===== config.mk =====
export PLATFORM = sky130hd
export DESIGN_NAME = kronos_scoreboard_flat
export DESIGN_NICKNAME = d
export VERILOG_FILES = /design/src/rtl/kronos_scoreboard_if.sv /design/src/rtl/kronos_scoreboard.sv /design/src/flat_wrapper.sv
export SDC_FILE = /design/constraint.sdc
export NUM_CORES = 1
export LEC_CHECK = 0
export BUFFER_PORTS_ARGS = -buffer_cell sky130_fd_sc_hd__buf_4
export CORE_MARGIN = 2
export CORE_UTILIZATION = 28
export DETAILED_ROUTE_END_ITERATION = 8
export PLACE_DENSITY = 0.44
export SYNTH_ARGS = -nofsm -noshare
export SYNTH_HDL_FRONTEND = slang
export SYNTH_SLANG_ARGS = --single-unit

===== constraint.sdc =====
create_clock -name clk -period 12.9 [get_ports clk]
set_input_delay 0.645 -clock clk [delete_from_list [all_inputs] [get_ports clk]]
set_output_delay 0.645 -clock clk [all_outputs]
set_load 0.02 [all_outputs]

===== src/rtl/kronos_scoreboard_if.sv =====
// Issue/writeback bundle between decode, the register file write ports and the scoreboard.
// The master drives the instruction and writeback fields. The slave returns stall, the pending count and the error flag.
interface kronos_scoreboard_if #(
    parameter int DEPTH = 4,
    parameter int NWB   = 2
);
    localparam int CW = $clog2(DEPTH + 1);

    logic                     flush;
    logic                     issue_vld;
    logic                     issue_rdy;
    logic [4:0]               rs1;
    logic                     rs1_en;
    logic [4:0]               rs2;
    logic                     rs2_en;
    logic [4:0]               rd;
    logic                     rd_wr;
    logic [NWB-1:0][4:0]      wb_sel;
    logic [NWB-1:0]           wb_en;
    logic                     stall;
    logic [CW-1:0]            outstanding;
    logic                     wb_err;

    modport master (
        output flush, issue_vld, issue_rdy, rs1, rs1_en, rs2, rs2_en, rd, rd_wr, wb_sel, wb_en,
        input  stall, outstanding, wb_err
    );

    modport slave (
        input  flush, issue_vld, issue_rdy, rs1, rs1_en, rs2, rs2_en, rd, rd_wr, wb_sel, wb_en,
        output stall, outstanding, wb_err
    );
endinterface


===== src/rtl/kronos_scoreboard.sv =====
// Multi-entry register scoreboard. It keeps a per-register count of pending writes and a total count.
// Issue stalls on RAW hazards and when the tracker is full. A writeback in the same cycle counts as a bypass.
module kronos_scoreboard #(
    parameter int DEPTH = 4,
    parameter int NWB   = 2
) (
    input  logic                 clk,
    input  logic                 rst,
    kronos_scoreboard_if.slave   sb
);
    localparam int CW = $clog2(DEPTH + 1);

    logic [CW-1:0] r_cnt [1:31];
    logic [CW-1:0] r_total;
    logic          r_wb_err;

    logic [CW-1:0] w_cnt_after [0:31];
    logic [CW-1:0] w_cnt_next  [1:31];
    logic [CW-1:0] w_dec       [1:31];
    logic [31:1]   w_over;
    logic [CW-1:0] w_dec_sum;
    logic [CW-1:0] w_total_after;
    logic          w_alloc_req;
    logic          w_rs1_haz;
    logic          w_rs2_haz;
    logic          w_full;
    logic          w_stall;
    logic          w_fire;
    logic          w_alloc;

    // x0 is never tracked, so its post-writeback count is tied to zero.
    assign w_cnt_after[0] = '0;

    genvar gi;
    generate
        for (gi = 1; gi < 32; gi++) begin : g_reg
            logic [3:0] w_hits;

            always_comb begin
                w_hits = '0;
                for (int p = 0; p < NWB; p++) begin
                    if (sb.wb_en[p] && (sb.wb_sel[p] == 5'(gi))) begin
                        w_hits = w_hits + 4'd1;
                    end
                end
            end

            // More hits than pending writes: retire only the pending ones and report the excess.
            assign w_over[gi]      = w_hits > 4'(r_cnt[gi]);
            assign w_dec[gi]       = w_over[gi] ? r_cnt[gi] : CW'(w_hits);
            assign w_cnt_after[gi] = r_cnt[gi] - w_dec[gi];
            assign w_cnt_next[gi]  = w_cnt_after[gi] + CW'(w_alloc && (sb.rd == 5'(gi)));
        end
    endgenerate

    always_comb begin
        w_dec_sum = '0;
        for (int r = 1; r < 32; r++) begin
            w_dec_sum = w_dec_sum + w_dec[r];
        end
    end

    assign w_total_after = r_total - w_dec_sum;
    assign w_alloc_req   = sb.rd_wr && (sb.rd != 5'd0);
    assign w_rs1_haz     = sb.rs1_en && (sb.rs1 != 5'd0) && (w_cnt_after[sb.rs1] != '0);
    assign w_rs2_haz     = sb.rs2_en && (sb.rs2 != 5'd0) && (w_cnt_after[sb.rs2] != '0);
    assign w_full        = w_alloc_req && (w_total_after == CW'(DEPTH));
    assign w_stall       = sb.issue_vld && (w_rs1_haz || w_rs2_haz || w_full);
    assign w_fire        = sb.issue_vld && sb.issue_rdy && !w_stall;
    assign w_alloc       = w_fire && w_alloc_req;

    always_ff @(posedge clk) begin
        if (rst) begin
            for (int r = 1; r < 32; r++) begin
                r_cnt[r] <= '0;
            end
            r_total  <= '0;
            r_wb_err <= 1'b0;
        end else if (sb.flush) begin
            for (int r = 1; r < 32; r++) begin
                r_cnt[r] <= '0;
            end
            r_total <= '0;
        end else begin
            for (int r = 1; r < 32; r++) begin
                r_cnt[r] <= w_cnt_next[r];
            end
            r_total  <= w_total_after + CW'(w_alloc);
            r_wb_err <= r_wb_err | (|w_over);
        end
    end

    assign sb.stall       = w_stall;
    assign sb.outstanding = r_total;
    assign sb.wb_err      = r_wb_err;
endmodule

===== src/flat_wrapper.sv =====
// flat-port wrapper written by rule: the top's interface ports become plain ports
module kronos_scoreboard_flat 
#(
    parameter int DEPTH = 4,
    parameter int NWB   = 2
)
  (clk, rst, sb_flush, sb_issue_vld, sb_issue_rdy, sb_rs1, sb_rs1_en, sb_rs2, sb_rs2_en, sb_rd, sb_rd_wr, sb_wb_sel, sb_wb_en, sb_stall, sb_outstanding, sb_wb_err);
  kronos_scoreboard_if #(.DEPTH(DEPTH), .NWB(NWB)) sb_i ();
  input  logic clk;
  input  logic rst;
  input wire logic [$bits(sb_i.flush)-1:0] sb_flush;
  input wire logic [$bits(sb_i.issue_vld)-1:0] sb_issue_vld;
  input wire logic [$bits(sb_i.issue_rdy)-1:0] sb_issue_rdy;
  input wire logic [$bits(sb_i.rs1)-1:0] sb_rs1;
  input wire logic [$bits(sb_i.rs1_en)-1:0] sb_rs1_en;
  input wire logic [$bits(sb_i.rs2)-1:0] sb_rs2;
  input wire logic [$bits(sb_i.rs2_en)-1:0] sb_rs2_en;
  input wire logic [$bits(sb_i.rd)-1:0] sb_rd;
  input wire logic [$bits(sb_i.rd_wr)-1:0] sb_rd_wr;
  input wire logic [$bits(sb_i.wb_sel)-1:0] sb_wb_sel;
  input wire logic [$bits(sb_i.wb_en)-1:0] sb_wb_en;
  output wire logic [$bits(sb_i.stall)-1:0] sb_stall;
  output wire logic [$bits(sb_i.outstanding)-1:0] sb_outstanding;
  output wire logic [$bits(sb_i.wb_err)-1:0] sb_wb_err;
  assign sb_i.flush = sb_flush;
  assign sb_i.issue_vld = sb_issue_vld;
  assign sb_i.issue_rdy = sb_issue_rdy;
  assign sb_i.rs1 = sb_rs1;
  assign sb_i.rs1_en = sb_rs1_en;
  assign sb_i.rs2 = sb_rs2;
  assign sb_i.rs2_en = sb_rs2_en;
  assign sb_i.rd = sb_rd;
  assign sb_i.rd_wr = sb_rd_wr;
  assign sb_i.wb_sel = sb_wb_sel;
  assign sb_i.wb_en = sb_wb_en;
  assign sb_stall = sb_i.stall;
  assign sb_outstanding = sb_i.outstanding;
  assign sb_wb_err = sb_i.wb_err;
  kronos_scoreboard #(.DEPTH(DEPTH), .NWB(NWB)) u_core (.clk(clk), .rst(rst), .sb(sb_i));
endmodule

**Word-level counts from Yosys, hierarchy flattened**

Memories as Yosys holds them, arrays and structs flattened.
Index checks and enable logic that the tools add are counted.

- Memories kept: 1
- Output and inout port bits: 5
- Word-level logic and storage cells: 602
- Bits in writable memories: 93
- Input port bits: 35
- Register bits after elaboration: 4

- Multiplexer cells: 169
- Order comparisons: 33
- Equal/unequal tests: 94
- Reductions and logical operators: 113
- Bitwise logic cells: 65
- Add/sub/neg operators: 125

Memory list:

| name | depth | bits a word | read ports | clocked after Yosys merged registers in | write ports | line | source |
|---|---|---|---|---|---|---|---|
| u_core.r_cnt | 31 | 3 | 31 | 0 | 31 | kronos_scoreboard.sv:13 | `logic [CW-1:0] r_cnt [1:31];` |

Operators with widths:

| operator | number |
|---|---|
| $mux 3 | 97 |
| $eq 5x5->1 const B | 48 |
| $gt 4x3->1 | 31 |
| $mux 4 | 31 |
| $eq 5x4->1 const B | 24 |
| $logic_and 1x1->1 | 103 |
| $add 3x1->3 | 32 |
| $sub 3x3->3 | 32 |
| $add 3x3->3 | 30 |
| $or 1x1->1 | 63 |
| $add 1x1->2 const B | 31 |
| $eq 5x3->1 const B | 12 |
| $mux 1 | 39 |
| $reduce_or 31->1 | 1 |
| $bmux 3 s5 | 2 |
| $eq 5x2->1 const B | 6 |
| $eq 5x1->1 const B | 3 |
| $reduce_bool 5->1 | 3 |
| $ge 6x6->1 const B | 2 |
| $not 5->6 | 2 |
| $reduce_bool 3->1 | 2 |
| $eq 3x3->1 const B | 1 |
| $logic_or 1x1->1 | 2 |
| $reduce_or 2->1 | 1 |
| $logic_not 1->1 | 1 |

**Logic depth before layout (Yosys ltp)**

Gate-level depths: netlist of run 1.

- Depth in word-level cells: 48
- Depth in mapped cells: 37
- Depth with buffers taken out: 36

**Worst setup path after synthesis of run 1**

OpenSTA, ideal clock, no wires.

- Path kind: in2reg
- Start point: input port sb_wb_sel[3]
- End point: register, netlist name u_core.r_cnt[1][16]
- Path buffers: 2
- Setup time: 0.255 ns
- Slack: 3.663 ns
- Cell stages on the path: 29
- Arrival: 8.982 ns
- Data required time: 12.645 ns
- Path through: or2_2 clkbuf_1 or2_2 nor2_1 ha_1 nor2b_1 o21ai_0 o21ai_0 fa_1 fa_1 fa_1 fa_1 fa_1 fa_1 fa_1 inv_1 fa_1 fa_1 xnor2_1 xnor2_1 xnor3_1 xnor3_2 nand4b_2 o2111ai_4 buf_6 nor3_2 ha_1 ha_1 and2_1

RTL lines:

| item | line | source |
|---|---|---|
| start: declaration | flat_wrapper.sv:20 | `input wire logic [$bits(sb_i.wb_sel)-1:0] sb_wb_sel;` |

==> impl_metrics.tcl, run 1 <==
set metrics [dict create \
    ys.flop_type "edfxtp_1" \
    grt-ovfl-total 0 \
    cts_hold_buffers 0 \
    cts_root_buffer "clkbuf_16" \
    rrSetupSlack_ps 3050 \
    drc 0 \
    fmax_mhz 90.2 \
    routabilityCongestion 0.902 \
    holdPathEnd "u_core.sb.wb_err$_SDFFE_PP0N_" \
    min_from "rst" \
    pin_count 40 \
    clock_sinks 97 \
    synth.cell_area_um2 12300 \
    cts_buffers 9 \
    avgViaCountPerCell 4.65 \
    syn_avg_cell_area_um2 9.17 \
    final_common_cell "inv_1" \
    synth_edf_count 93 \
    cts_tree "built" \
    synthXorXnorAreaFrac_pct 7.16 \
    setup_viol 0 \
    crit_path_start_kind "input pin" \
    synth_seq_area_share_pct 23.4 \
    worst_slew_pin_slew_ps 1100 \
    synthAdderAreaFrac_pct 31.9 \
    fin_skew_ps 14.5 \
    die_h_um 213 \
    status "completed" \
    grt_antenna_before_repair 0 \
    cts_max_level 3 \
    synth-seq-cells 97 \
    dieArea_um2 45500 \
    dp_hpwl_um 32400 \
    drive_gt1_share_pct 6.78 \
    drt_wl_total_um 39800 \
    ctsLongestPathBuffers 2 \
    grt_max_degree 66 \
    vias 9522 \
    synthSimpleGateAreaFrac_pct 19.0 \
    grt_pass1_vias 9465 \
    cts_resized 0 \
    powerDensity_nw_per_um2 138 \
    cap_viol_max_count 0 \
    worstRegToRegCells 25 \
    grt_pass1_wl_um 59600 \
    cp.required_ps 13040 \
    ys_warn_count 0 \
    synth_cells 1337 \
    synthToLayoutAreaGrowth_pct 12.7 \
    antenna_cells 0 \
    yosysUniqueCellTypes 67 \
    dr.first_iter.drc_count 711 \
    slew_headroom_pct 25.9 \
    synth_compound_area_share_pct 9.31 \
    fin_crit_sh_pct 85.9 \
    nNetsFinal 1756 \
    row_count 76 \
    insertion_delay_ps 390 \
    p_leak_nw 6.19 \
    port_buffers 39 \
    finalHoldViolCount 0 \
    r2r-end "u_core.r_cnt[3][16]$_SDFFCE_PN0P_" \
    whs_path_depth 2 \
    die_w_um 213 \
    core_um2 43200 \
    mostFrequentLayoutCells "207 x inv_1, 186 x ha_1, 116 x nor2_1" \
    fin_setup_tns_ps 0 \
    slew_viol_final 0 \
    crit_type "input pin to flip-flop" \
    synthArstFlopShare_pct 0 \
    start_util_pct 28.4 \
    hold_class "input pin to flip-flop" \
    cp_max_fo 16 \
    wl_per_cell_um 19.5 \
    clkSlewWorstSetupHoldPaths_ps 70 \
    arrival_ps 11230 \
    rsz0062_at_grt "false" \
    vdd_drop_max_mv 0.348 \
    firstDrtPassIters 5 \
    synth_top_family_by_area "adder cells" \
    final_period_minus_worst_setup_slack_ps 11090 \
    timing.rr.start "u_core.r_cnt[0][13]$_SDFFCE_PN0P_" \
    final_util_pct 32.0 \
    muxShareOfSynthArea_pct 1.31 \
    cts_setup_buffers 0 \
    worstSetupEndpointType "flip-flop" \
    grt_usage_pct 18.4 \
    ant_nets 0 \
]
state kept, by name, summed over array words and instances (netlist names):
| signal | flops |
|---|---|
| u_core.sb.wb_err | 1 |
| u_core.r_cnt | 93 |
| u_core.sb.outstanding | 3 |
through the flow:
stage | instance area [um2] | hold WS (ps) | std cells | total power, mW | setup slack (ps)
2_1_floorplan | 12600 | 567 | 1436 | 1.33 | 3660
3_3_place_gp | 13500 | 460 | 2030 | 1.62 | 1550
3_5_place_dp | 13500 | 481 | 2030 | 1.61 | 1490
4_1_cts | 13800 | 431 | 2046 | 1.92 | 1850
5_1_grt | 13800 | 445 | 2046 | 2.06 | 1320
6_report | 13800 | 450 | 2046 | 1.91 | 1810
synthesized netlist by cell type (3+ instances only):
library cell | instances | share of area (%)
nand4_1 | 18 | 0.92
and2b_1 | 4 | 0.24
buf_6 | 7 | 0.64
xor2_1 | 29 | 2.1
fa_1 | 79 | 13
ha_1 | 186 | 19
nor4_1 | 11 | 0.56
edfxtp_1 | 93 | 23
nor2b_1 | 45 | 2.3
o21a_1 | 12 | 0.73
a21oi_1 | 43 | 1.8
inv_1 | 207 | 6.3
or2_2 | 8 | 0.41
buf_2 | 7 | 0.29
a211oi_1 | 3 | 0.18
and2_1 | 67 | 3.4
o21ai_0 | 83 | 3.4
nand2b_1 | 5 | 0.25
nand3_1 | 24 | 0.98
nor3_2 | 20 | 1.6
a31oi_1 | 5 | 0.25
nand2_1 | 80 | 2.4
o31ai_1 | 3 | 0.18
nand4b_1 | 3 | 0.21
mux2i_1 | 7 | 0.57
nor3_1 | 20 | 0.82
clkbuf_1 | 21 | 0.64
dfxtp_1 | 4 | 0.65
nor2_1 | 117 | 3.6
xnor2_1 | 66 | 4.7
o311ai_0 | 4 | 0.29
nor4b_1 | 4 | 0.29
a311oi_1 | 3 | 0.21
mux4_2 | 4 | 0.73
critical path: stages:
cell	delay [ps]
buf_4	130
nor4b_1	800
nand2_1	230
nor3_1	270
ha_1	290
nor2b_1	130
o21ai_0	730
o21ai_0	380
fa_1	680
fa_1	470
fa_1	540
fa_1	530
fa_1	520
fa_1	520
fa_1	550
inv_1	50
fa_1	470
fa_1	450
xnor2_1	190
xnor2_1	170
xnor3_1	340
xnor3_2	260
nand4b_2	170
o2111ai_4	490
nor3_1	620
ha_1	240
ha_1	220
and2_1	130
how the worst max path moves through the flow:
stage / endpoint / cells after the start / slack (ps) / start
after CTS: u_core.r_cnt[3][16]$_SDFFCE_PN0P_ / 28 / 1850 / sb_wb_sel[4]
after detailed placement: u_core.r_cnt[3][16]$_SDFFCE_PN0P_ / 28 / 1490 / sb_wb_sel[9]
after global routing: u_core.r_cnt[3][16]$_SDFFCE_PN0P_ / 28 / 1320 / sb_wb_sel[9]
after global placement: u_core.r_cnt[3][16]$_SDFFCE_PN0P_ / 28 / 1550 / sb_wb_sel[9]
final: u_core.r_cnt[3][16]$_SDFFCE_PN0P_ / 28 / 1810 / sb_wb_sel[9]
after floorplan: u_core.r_cnt[1][16]$_SDFFCE_PN0P_ / 29 / 3660 / sb_wb_sel[3]
cells by family after synthesis:
| kind of cell | count (synthesis) |
|---|---|
| other | 2 |
| flip-flops | 97 |
| multiplexers | 11 |
| AO/OA/AOI/OAI | 184 |
| XOR/XNOR | 97 |
| buffers and inverters | 242 |
| AND/OR/NAND/NOR | 439 |
| adder cells (fa/ha/maj) | 265 |
power breakdown:
part | internal [mW] | switching, mW | leakage (nW)
Combinational | 0.593 | 0.631 | 5.06
Sequential | 0.372 | 0.0175 | 0.989
Clock | 0.155 | 0.137 | 0.144
Total | 1.12 | 0.786 | 6.19
cell type report:
cell class | count | area (um2)
fill | 4635 | 29400
multi-input combinational | 1097 | 8820
sequential | 97 | 2870
inverter | 207 | 777
tap | 585 | 732
timing repair buffer | 44 | 330
clock buffer | 12 | 246
clock inverter | 4 | 43.8
per-layer routing:
metal | track usage (%) | share of wire [%] | up-vias
li1 | - | - | 4644
met1 | 27.0 | 50 | 4600
met2 | 28.0 | 43 | 247
met3 | 2.79 | 5.6 | 31
met4 | 5.22 | 2.0 | 0
met5 | 0 | 0 | -
No activity file was read; power rests on OpenSTA's default activity.
==> run 2, diff against run 1 <==
- CTS_BUF_LIST: unset -> sky130_fd_sc_hd__clkbuf_8
- PLACE_DENSITY: 0.44 -> 0.46
- clock period: 12.9 -> 9.1 ns (I/O delays scaled with it)
==> impl_metrics.tcl, run 2 (synthesis results as in run 1) <==
set metrics [dict create \
    status "completed" \
    p_int_mw 1.84 \
    vdd_drop_max_mv 0.488 \
    power.share.switching_pct 41.1 \
    grt_pass1_wl_um 61800 \
    crit_type "input pin to output port" \
    core_um2 43200 \
    wl_per_cell_um 18.5 \
    fin_skew_ps 18.0 \
    p_leak_nw 7.14 \
    cap_viol_max_count 0 \
    crit_path_start_kind "input pin" \
    grt_max_degree 66 \
    dr.first_iter.drc_count 693 \
    grt-ovfl-total 0 \
    final_util_pct 36.1 \
    hold_class "input pin to flip-flop" \
    clkSlewWorstSetupHoldPaths_ps 110 \
    worst_path_largest_cell_delay_ps 570 \
    cp_num_buf_inv 7 \
    fmax_mhz 113 \
    cts_root_buffer "clkbuf_8" \
    fin_crit_sh_pct 97.5 \
    place_ws_ps -1140 \
    arrival_ps 8420 \
    finalHoldViolCount 0 \
    firstDrtPassIters 5 \
    slew_headroom_pct 25.0 \
    design_area_um2 15600 \
    row_count 76 \
    crit_path_top_delay_cell "fa_1" \
    die_w_um 213 \
    cp_max_fo 6 \
    cts_buffers 9 \
    die_h_um 213 \
    mostFrequentLayoutCells "209 x inv_1, 201 x buf_4, 182 x ha_1" \
    slew_viol_final 0 \
    clock_sinks 97 \
    cpLargestDelayFamily "adder cells" \
    drt_wl_total_um 41000 \
    avgViaCountPerCell 4.62 \
    grt_usage_pct 18.8 \
    drc 0 \
    cts_max_level 3 \
    comb_power_share_pct 73.0 \
    dp_hpwl_um 33800 \
    grt_antenna_before_repair 1 \
    power_frac_seq_pct 17.7 \
    final_common_cell "inv_1" \
    cts_tree "built" \
    worst_slew_pin_slew_ps 1130 \
    ctsLongestPathBuffers 2 \
    pin_count 40 \
    switching_power_mw 1.29 \
    crit_top_cell "fa_1" \
    fin_ws_ps 224 \
    largest_register_ffs 93 \
    powerDensity_nw_per_um2 201 \
    cts_hold_buffers 0 \
    worstSetupEndpointType "output port" \
    largest-register "u_core.r_cnt" \
    start_util_pct 28.4 \
    synthToLayoutAreaGrowth_pct 27.1 \
    nNetsFinal 1925 \
    ant_nets 0 \
    cp.required_ps 8650 \
    vias 10200 \
    insertion_delay_ps 440 \
    setup_viol 0 \
    drive_gt1_share_pct 22.0 \
    grt_pass1_vias 10300 \
    clkPwrFrac_pct 9.3 \
    place_area_um2 14800 \
    final_period_minus_worst_setup_slack_ps 8880 \
    routabilityCongestion 0.920 \
    port_buffers 39 \
    dieArea_um2 45500 \
]
run 2: cell count changes in the layout (fill, tap and decap cells not counted), moves of 8 or more:
| cell | before | now |
|---|---|---|
| o21ai_0 | 83 | 35 |
| nor2_1 | 116 | 102 |
| o21ai_1 | 0 | 26 |
| buf_4 | 44 | 201 |
| o21ai_2 | 0 | 22 |
| clkbuf_8 | 1 | 10 |
| nor3_4 | 0 | 10 |
| buf_12 | 0 | 8 |
| clkbuf_16 | 9 | 0 |
| a21oi_2 | 0 | 11 |
| nor2_2 | 0 | 13 |
| a21oi_1 | 43 | 31 |
run 2: final timing paths:
kind	startpoint	to	slack [ps]	depth (start not counted)
max	sb_wb_en[0]	sb_stall	220	31
min	rst	u_core.sb.wb_err$_SDFFE_PP0N_	190	2
max reg2reg	u_core.r_cnt[2][1]$_SDFFCE_PN0P_	u_core.r_cnt[2][5]$_SDFFCE_PN0P_	640	31
min reg2reg	u_core.sb.wb_err$_SDFFE_PP0N_	u_core.sb.wb_err$_SDFFE_PP0N_	500	2
run 2: layout make-up:
type / count / area [um2]
Antenna cell: 1 / 2.50
Clock buffer: 10 / 138
Clock inverter: 6 / 28.8
Fill cell: 4516 / 27600
Inverter: 207 / 777
Multi-Input combinational cell: 1097 / 9330
Sequential cell: 97 / 2870
Tap cell: 585 / 732
Timing Repair Buffer: 213 / 1710
run 2: metrics by stage:
stage	cells	hold WS, ps	TNS (ps)	power (mW)
after CTS	2205	168	0	2.95
after global placement	2186	468	-62900	2.44
after detailed placement	2186	473	-73290	2.44
after floorplan	1436	527	0	1.89
after global routing	2216	185	-409	3.32
final	2216	192	0	3.13
run 2: power groups by stage:
| stage | Clock [mW] | Sequential (mW) | Combinational (mW) |
|---|---|---|---|
| after floorplan | 0 | 0.557 | 1.33 |
| after global placement | 0 | 0.564 | 1.88 |
| after detailed placement | 0 | 0.564 | 1.88 |
| after CTS | 0.305 | 0.554 | 2.10 |
| after global routing | 0.316 | 0.558 | 2.45 |
| final | 0.292 | 0.554 | 2.28 |
run 2: repair_timing:
item,4_1_cts,5_1_grt
cloned,0,0
resized for setup,62,105
endpoints found under the hold margin,0,0
pin swaps,11,21
endpoints found under the setup margin,95,89
buffers inserted,3,10
run 2: layer usage:
layer	vias to the layer above	part of all wire, %	track usage [%]
met1	4979	48	26.7
met4	0	2.1	5.32
met5	-	0	0
li1	4989	-	-
met2	230	44	29.1
met3	33	5.6	3.40
==> run 3, diff against run 2 <==
- ABC_AREA: unset -> 1
==> impl_metrics.tcl, run 3 <==
set metrics [dict create \
    status "completed" \
    fin_skew_ps 26.6 \
    worstRegToRegCells 36 \
    setup_viol 0 \
    dr.first_iter.drc_count 984 \
    die_w_um 223 \
    hold_class "input pin to flip-flop" \
    whs_path_depth 2 \
    clock_sinks 97 \
    ctsLongestPathBuffers 2 \
    nNetsFinal 2447 \
    place_ws_ps -619 \
    synth_cells 1878 \
    fillerInstances 5161 \
    crit_top_cell "fa_1" \
    largest-register "u_core.r_cnt" \
    grt-ovfl-total 0 \
    grt_antenna_before_repair 3 \
    firstDrtPassIters 5 \
    cts_tree "built" \
    fmax_mhz 114 \
    met1_usage_pct 26.5 \
    instances_no_fill 2769 \
    fin_crit_sh_pct 96.8 \
    fin_setup_tns_ps 0 \
    wl_per_cell_um 17.2 \
    insertion_delay_ps 470 \
    worst_slew_pin_slew_ps 718 \
    grt_pass1_vias 12000 \
    crit_type "input pin to output port" \
    met3_usage_pct 3.00 \
    synth_common_cells "464 x inv_1, 384 x nand2_1, 262 x nor2_1, 186 x ha_1, 97 x o21ai_0" \
    yosysUniqueCellTypes 39 \
    crit_path_top_delay_cell "fa_1" \
    mostFrequentLayoutCells "463 x inv_1, 375 x nand2_1, 244 x nor2_1" \
    p_leak_nw 8.65 \
    synth_top_cell_by_area "edfxtp_1" \
    vdd_drop_max_mv 0.305 \
    power.total_mw 2.99 \
    fin_hold_ws_ps 192 \
    fin_ws_ps 293 \
    arrival_ps 8350 \
    pin_count 40 \
    final_period_minus_worst_setup_slack_ps 8810 \
    yosysMostFrequentCell "inv_1" \
    final_common_cell "inv_1" \
    multiInputGateArea_um2 9130 \
    cts_max_level 3 \
    netlist_top_cells_area "edfxtp_1 21%, ha_1 17%, inv_1 13%" \
    cts_buffers 9 \
    finalHoldViolCount 0 \
    slew_viol_final 0 \
    netlist.area_leader.share_pct 20.9 \
    cts_root_buffer "clkbuf_8" \
    use_met2_pct 31.1 \
    dp_hpwl_um 39700 \
    grt_usage_pct 19.8 \
    crit_path_start_kind "input pin" \
    worstSetupEndpointType "output port" \
    worst_path_largest_cell_delay_ps 570 \
    row_count 80 \
    synthArstFlopShare_pct 0 \
    ys.flop_type "edfxtp_1" \
    routabilityCongestion 0.905 \
    drc 0 \
    cap_viol_max_count 0 \
    die_h_um 223 \
    clkSlewWorstSetupHoldPaths_ps 100 \
    ys_warn_count 0 \
    start_util_pct 28.2 \
    seq_area_um2 2870 \
    powerDensity_nw_per_um2 183 \
    drt_wl_total_um 47700 \
    avgViaCountPerCell 4.45 \
    syn_avg_cell_area_um2 7.12 \
    cp_max_fo 4 \
    drive_gt1_share_pct 13.6 \
    cts_hold_buffers 0 \
    core_um2 47400 \
    synth_edf_count 93 \
    grt_busiest_layer "met2" \
    dpl.cell_count 2748 \
    slew_headroom_pct 52.1 \
    largest_register_ffs 93 \
    port_buffers 39 \
    vias 12300 \
    synth.cell_area_um2 13400 \
    synth_seq_area_share_pct 21.5 \
    synth-seq-cells 97 \
    dieArea_um2 49600 \
    cp.required_ps 8650 \
    grt_pass1_wl_um 71700 \
    synthToLayoutAreaGrowth_pct 21.9 \
    grt_max_degree 54 \
    ant_nets 0 \
]
==> run 3: final cells by class <==
cell class / count / area share (%)
Multi-Input combinational cell: 1379 / 56.0
Tap cell: 615 / 4.72
Clock inverter: 6 / 0.652
Inverter: 470 / 10.8
Antenna cell: 2 / 0.0307
Clock buffer: 10 / 0.844
Sequential cell: 97 / 17.6
Timing Repair Buffer: 190 / 9.31
==> run 3: report_power, final <==
part	switching (mW)	internal [mW]
combinational	1.20	0.853
clock	0.195	0.189
sequential	0.0281	0.526
==> run 3: path summary, 6_finish.rpt <==
check	startpoint	endpoint	slack (ps)
max	sb_wb_sel[1]	sb_stall	290
min	rst	u_core.sb.wb_err$_SDFFE_PP0N_	190
max reg2reg	u_core.r_cnt[1][19]$_SDFFCE_PN0P_	u_core.r_cnt[3][20]$_SDFFCE_PN0P_	890
min reg2reg	u_core.sb.wb_err$_SDFFE_PP0N_	u_core.sb.wb_err$_SDFFE_PP0N_	470
==> run 3: through the flow <==
stage | area (um2) | utilization, %
global route | 16300 | 34.4
CTS | 16100 | 34.0
floorplan | 13800 | -
global placement | 15800 | 33.3
detailed placement | 15800 | 33.3
finish | 16300 | 34.4
==> run 3: cell families after synthesis <==
family | count (synthesis) | synth area share, %
other cells | 2 | 0.0561
buf+inv | 501 | 14.7
flops | 97 | 21.5
compound gates | 199 | 8.00
fa+ha+maj | 267 | 29.4
xor+xnor | 37 | 2.42
simple gates | 775 | 24.0
==> run 3: metal layers <==
layer | share of wire, % | up-vias
met3 | 5.5 | 67
met5 | 0 | -
li1 | - | 6191
met2 | 44 | 321
met1 | 46 | 5737
met4 | 4.3 | 0
==> run 3: repair_timing <==
action                                  4_1_cts  5_1_grt
buffers inserted                              0        3
endpoints found under the setup margin       21       95
pin swaps                                     0       22
hold endpoints to repair                      0        0
gates resized for setup                      20       62
==> run 3: critical path, delay by kind of cell <==
kind / cells / cell delay, ps
buf+inv: 10 / 1130
xor+xnor: 1 / 230
simple gates: 12 / 1080
compound gates: 4 / 820
fa+ha+maj: 10 / 4610
